### src/rtl/cereal_pkg.sv
// Definitions shared by the cereal transmitter and receiver: frame size, idle level, receive FSM
// states and the parity helper.
package cereal_pkg;

  localparam int unsigned DATA_BITS = 8;
  localparam logic IDLE_LEVEL = 1'b1;

  // StParity is only reachable when CEREAL_RX_PARITY_EN is defined.
  typedef enum logic [2:0] {
    StIdle,
    StStart,
    StData,
    StParity,
    StStop,
    StWaitHigh
  } rx_state_e;

  function automatic logic even_parity(input logic [DATA_BITS-1:0] bits);
    return ^bits;
  endfunction

endpackage

### src/rtl/rx_baud_ctr.sv
// Loadable down-counter that paces bit sampling. It holds at zero, and expired is high while the
// count is zero.
module rx_baud_ctr #(
  parameter int unsigned Width = 13
) (
  input  logic             sysclk,
  input  logic             reset,
  input  logic             load,
  input  logic [Width-1:0] load_val,
  output logic             expired
);

  logic [Width-1:0] cnt_q;

  always_ff @(posedge sysclk) begin
    if (reset) begin
      cnt_q <= '0;
    end else if (load) begin
      cnt_q <= load_val;
    end else if (cnt_q != '0) begin
      cnt_q <= cnt_q - Width'(1);
    end
  end

  assign expired = (cnt_q == '0);

endmodule

### src/rtl/cereal_rx.sv
// Serial receiver for the cereal link: 8N1 frames, or 8E1 frames when CEREAL_RX_PARITY_EN is
// defined. Each good byte is delivered with a one-cycle valid strobe.
module cereal_rx
  import cereal_pkg::*;
#(
  parameter int unsigned CLKS_PER_BIT = 5208
) (
  input  logic       sysclk,
  input  logic       reset,
  input  logic       rx,
  output logic [7:0] data,
  output logic       valid,
  output logic       frame_err,
  output logic       parity_err,
  output logic       busy
);

  localparam int unsigned CntW = $clog2(CLKS_PER_BIT);
  localparam logic [CntW-1:0] HalfLoad = CntW'(CLKS_PER_BIT / 2 - 1);
  localparam logic [CntW-1:0] FullLoad = CntW'(CLKS_PER_BIT - 1);
  localparam logic [2:0] LastIdx = 3'(DATA_BITS - 1);

  rx_state_e state_q, state_d;
  logic rx_meta_q, rx_s_q;
  logic rx_s;
  logic [DATA_BITS-1:0] shreg_q, shreg_d;
  logic [DATA_BITS-1:0] data_q, data_d;
  logic [2:0] bit_idx_q, bit_idx_d;
  logic valid_q, valid_d;
  logic frame_err_q, frame_err_d;
  logic cnt_load;
  logic [CntW-1:0] cnt_load_val;
  logic cnt_expired;
`ifdef CEREAL_RX_PARITY_EN
  logic par_bad_q, par_bad_d;
  logic parity_err_q, parity_err_d;
`endif

  // rx is asynchronous; both flops rest at the idle level so reset never looks like a start bit.
  always_ff @(posedge sysclk) begin
    if (reset) begin
      rx_meta_q <= IDLE_LEVEL;
      rx_s_q    <= IDLE_LEVEL;
    end else begin
      rx_meta_q <= rx;
      rx_s_q    <= rx_meta_q;
    end
  end

  assign rx_s = rx_s_q;

  rx_baud_ctr #(
    .Width(CntW)
  ) u_baud_ctr (
    .sysclk  (sysclk),
    .reset   (reset),
    .load    (cnt_load),
    .load_val(cnt_load_val),
    .expired (cnt_expired)
  );

  always_ff @(posedge sysclk) begin
    if (reset) begin
      state_q     <= StIdle;
      shreg_q     <= '0;
      data_q      <= '0;
      bit_idx_q   <= '0;
      valid_q     <= 1'b0;
      frame_err_q <= 1'b0;
    end else begin
      state_q     <= state_d;
      shreg_q     <= shreg_d;
      data_q      <= data_d;
      bit_idx_q   <= bit_idx_d;
      valid_q     <= valid_d;
      frame_err_q <= frame_err_d;
    end
  end

`ifdef CEREAL_RX_PARITY_EN
  always_ff @(posedge sysclk) begin
    if (reset) begin
      par_bad_q    <= 1'b0;
      parity_err_q <= 1'b0;
    end else begin
      par_bad_q    <= par_bad_d;
      parity_err_q <= parity_err_d;
    end
  end
`endif

  always_comb begin
    state_d      = state_q;
    shreg_d      = shreg_q;
    data_d       = data_q;
    bit_idx_d    = bit_idx_q;
    valid_d      = 1'b0;
    frame_err_d  = 1'b0;
    cnt_load     = 1'b0;
    cnt_load_val = FullLoad;
`ifdef CEREAL_RX_PARITY_EN
    par_bad_d    = par_bad_q;
    parity_err_d = 1'b0;
`endif

    unique case (state_q)
      StIdle: begin
        if (rx_s != IDLE_LEVEL) begin
          // First sample lands mid start bit.
          cnt_load     = 1'b1;
          cnt_load_val = HalfLoad;
          state_d      = StStart;
        end
      end

      StStart: begin
        if (cnt_expired) begin
          if (rx_s == IDLE_LEVEL) begin
            state_d = StIdle;
          end else begin
            cnt_load  = 1'b1;
            bit_idx_d = '0;
`ifdef CEREAL_RX_PARITY_EN
            par_bad_d = 1'b0;
`endif
            state_d   = StData;
          end
        end
      end

      StData: begin
        if (cnt_expired) begin
          shreg_d[bit_idx_q] = rx_s;
          cnt_load           = 1'b1;
          bit_idx_d          = bit_idx_q + 3'd1;
          if (bit_idx_q == LastIdx) begin
`ifdef CEREAL_RX_PARITY_EN
            state_d = StParity;
`else
            state_d = StStop;
`endif
          end
        end
      end

`ifdef CEREAL_RX_PARITY_EN
      StParity: begin
        if (cnt_expired) begin
          par_bad_d = (rx_s != even_parity(shreg_q));
          cnt_load  = 1'b1;
          state_d   = StStop;
        end
      end
`endif

      StStop: begin
        if (cnt_expired) begin
          if (rx_s == IDLE_LEVEL) begin
            state_d = StIdle;
`ifdef CEREAL_RX_PARITY_EN
            if (par_bad_q) begin
              parity_err_d = 1'b1;
            end else begin
              data_d  = shreg_q;
              valid_d = 1'b1;
            end
`else
            data_d  = shreg_q;
            valid_d = 1'b1;
`endif
          end else begin
            // A low stop bit takes priority over any parity mismatch.
            frame_err_d = 1'b1;
            state_d     = StWaitHigh;
          end
        end
      end

      StWaitHigh: begin
        if (rx_s == IDLE_LEVEL) begin
          state_d = StIdle;
        end
      end

      default: state_d = StIdle;
    endcase
  end

  assign data      = data_q;
  assign valid     = valid_q;
  assign frame_err = frame_err_q;
  assign busy      = (state_q != StIdle);
`ifdef CEREAL_RX_PARITY_EN
  assign parity_err = parity_err_q;
`else
  assign parity_err = 1'b0;
`endif

endmodule
### config.mk
export PLATFORM = sky130hd
export DESIGN_NAME = cereal_rx
export DESIGN_NICKNAME = d
export VERILOG_FILES = /design/src/rtl/cereal_pkg.sv /design/src/rtl/rx_baud_ctr.sv /design/src/rtl/cereal_rx.sv
export SDC_FILE = /design/constraint.sdc
export NUM_CORES = 1
export LEC_CHECK = 0
export ABC_AREA = 0
export CORE_ASPECT_RATIO = 1.4
export CORE_MARGIN = 10
export CORE_UTILIZATION = 50
export CTS_CLUSTER_DIAMETER = 30
export DETAILED_ROUTE_END_ITERATION = 10
export DONT_BUFFER_PORTS = 1
export PLACE_DENSITY = 0.61
export SLEW_MARGIN = 10
export SYNTH_ARGS = -nofsm -noshare
export SYNTH_HDL_FRONTEND = slang
export SYNTH_SLANG_ARGS = --single-unit
### constraint.sdc
create_clock -name sysclk -period 4.1 [get_ports sysclk]
set_input_delay 0.41 -clock sysclk [delete_from_list [all_inputs] [get_ports sysclk]]
set_output_delay 0.41 -clock sysclk [all_outputs]
set_load 0.02 [all_outputs]
==> results.cfg <==
[finish]
ff_latch_area_um2 = 781
multiInputGateArea_um2 = 1010
drive_gt1_share_pct = 9.42
syn2layout_area_growth_pct = 6.70
antenna_cells = 0
num-fill-cells = 350
final_nets = 196

[synth]
ys_top_cells_by_area = dfxtp_1 42%, mux2i_1 11%, nand2b_1 7.0%
yosysUniqueCellTypes = 43
syn_inst = 197
async_reset_ff_share_pct = 0
yosysTopAreaCell = dfxtp_1
yosys_most_used_dff = dfxtp_1
avgSynthCellArea_um2 = 9.48
ys_ff_latch = 39
synth_edf_count = 0
synth_warnings = 0
synth.top_cell.area_share_pct = 41.8
syn_area_um2 = 1870
yosysSeqAreaShare_pct = 41.8
syn_nets = 203

[grt]
overflow = 0
antenna_found_initial = 0
grtUsageTotal_pct = 12.3
grt_max_degree = 40
grt_first_pass_wirelength_um = 6890
first_global_vias = 1479

[critical_path]
critPathRequiredTime_ns = 4.25
start_kind = register
crit_path_end_kind = register
cp.arrival_ns = 2.78
crit_type = register to register
worstPathMaxFanout = 17

[timing]
fmax_ghz = 0.380
fin_crit_ns = 2.63
setup_violations = 0
hold_viol = 0
fin_skew_ns = 0.00806
rsz0062_at_grt = false
relSlewSlack_pct = 47.2
tns_ns = 0
post-route-period-util_pct = 64.2
finalWorstSetupSlack_ns = 1.47
tightest_slew_ns = 0.785
maxSlewViolCount = 0

[clock_network]
cts_hold_buf = 0
clk_latency_ns = 0.29
cts_resized = 0
root_buffer = clkbuf_8
cts_made_buffers = 5
cts-htree-levels = 2
postCtsSetupRepairBufs = 0
clk_pin_slew_worst_paths_ns = 0.08
cts_sinks = 39
tritoncts = done
clk_path_buf_depth = 2

[place]
pre_cts_ws_ns = 1.59
place_congestion = 0.935
dp_hpwl_um = 2790
port-buffer-count = 0

[floorplan]
die_h_um = 92.3
rows = 26
core_um2 = 3640
die-area_um2 = 6610
boundaryPins = 15
die_w_um = 71.6
initial_core_util_pct = 51.2

[drt]
first_pass_iters = 4
drt_iter0_markers = 79
num_vias = 1441
ant_nets = 0
wirelength_um = 3910
drc = 0
wire_per_inst_um = 16.8
viasPerCell = 6.18

[status]
status = completed

[pwr]
peakVddDrop_v = 0.000407
leakagePower_nw = 0.739
powerDensity_nw_per_um2 = 659

[job]
maxCapViolCount = 0

[worst_hold_path]
hold_path_class = input port to register
==> final cells by class <==
| cell class | instances | share of cell area, % |
|---|---|---|
| clock inverters | 2 | 3.02 |
| inverters | 5 | 0.942 |
| clock buffers | 6 | 3.64 |
| multi-input cells | 139 | 50.6 |
| well taps | 42 | 2.64 |
| flip-flops and latches | 39 | 39.2 |
==> per-stage QoR <==
stage	instance area [µm²]	instances	utilization, %	hold slack (ns)	total power [mW]
floorplan	1870	197	-	0.389	0.858
global placement	1860	225	51.0	0.393	0.924
detailed placement	1860	225	51.0	0.399	0.938
CTS	1990	233	54.7	0.179	1.31
global route	1990	233	54.7	0.178	1.39
finish	1990	233	54.7	0.180	1.31
==> report_power, final <==
| part | switching, mW | internal [mW] |
|---|---|---|
| sequential | 0.0691 | 0.432 |
| combinational | 0.258 | 0.181 |
| clock | 0.130 | 0.243 |
==> cell usage in the layout, fill, tap and decap left out, drive strengths merged, types with 3 or more instances in the layout <==
cell    count
or3         5
or4         3
or4b        3
inv         5
nor4       10
ha          3
dfxtp      39
clkbuf      6
o31ai       3
nand4b      4
mux2i      20
nor3        3
nor2        8
nand2      10
a21oi       8
nand2b     21
o21ai       6
==> flip-flops by register name, indices dropped and copies added (netlist names) <==
register          flops
bit_idx_q             3
data                  8
frame_err             1
rx_meta_q             1
rx_s                  1
shreg_q               8
state_q               3
u_baud_ctr.cnt_q     13
valid                 1
==> path summary, 6_finish.rpt <==
kind	from	end	slack, ns	cells past startpoint
hold reg to reg	rx_meta_q	rx_s	0.41	1
hold / removal	reset	state_q[2]	0.18	1
setup reg to reg	u_baud_ctr.cnt_q[8]	state_q[0]	1.47	4
setup / recovery	u_baud_ctr.cnt_q[8]	state_q[0]	1.47	4
==> critical path, cell delays in order (launching register included) <==
cell and delay [ns]:
dfxtp_1 0.37, nor4_1 0.65, nand4_1 0.73, mux2i_1 0.27
a2111oi_0 0.46
==> Yosys cell counts, drive strengths merged (4+ instances only) <==
cell type  instances
mux2i             20
nand2             10
dfxtp             39
inv                5
a21oi              8
o21ai              6
nand4b             4
buf                4
clkbuf            10
nand2b            21
or3                5
nor2               8
nor4              10
==> metal layers <==
metal	GRT usage, %	wire, µm	vias to the layer above
met2	21.7	2140	44
li1	-	-	708
met5	0	0	-
met3	3.31	197	12
met1	12.8	1490	677
met4	6.80	85	0
==> cells by family (layout without fill, tap and decap cells) <==
| family | Yosys count | in the layout | synth area share [%] |
|---|---|---|---|
| xor gates and xnor gates | 1 | 1 | 0.469 |
| and+or+nand+nor | 83 | 83 | 29.8 |
| adders and majority gates | 3 | 3 | 2.01 |
| muxes | 20 | 20 | 10.7 |
| buffers and inverters | 19 | 13 | 4.22 |
| other | 1 | 1 | 0.201 |
| DFF | 39 | 39 | 41.8 |
| AOI/OAI and AO/OA | 31 | 31 | 10.8 |
(Power assumes the default switching activity.)
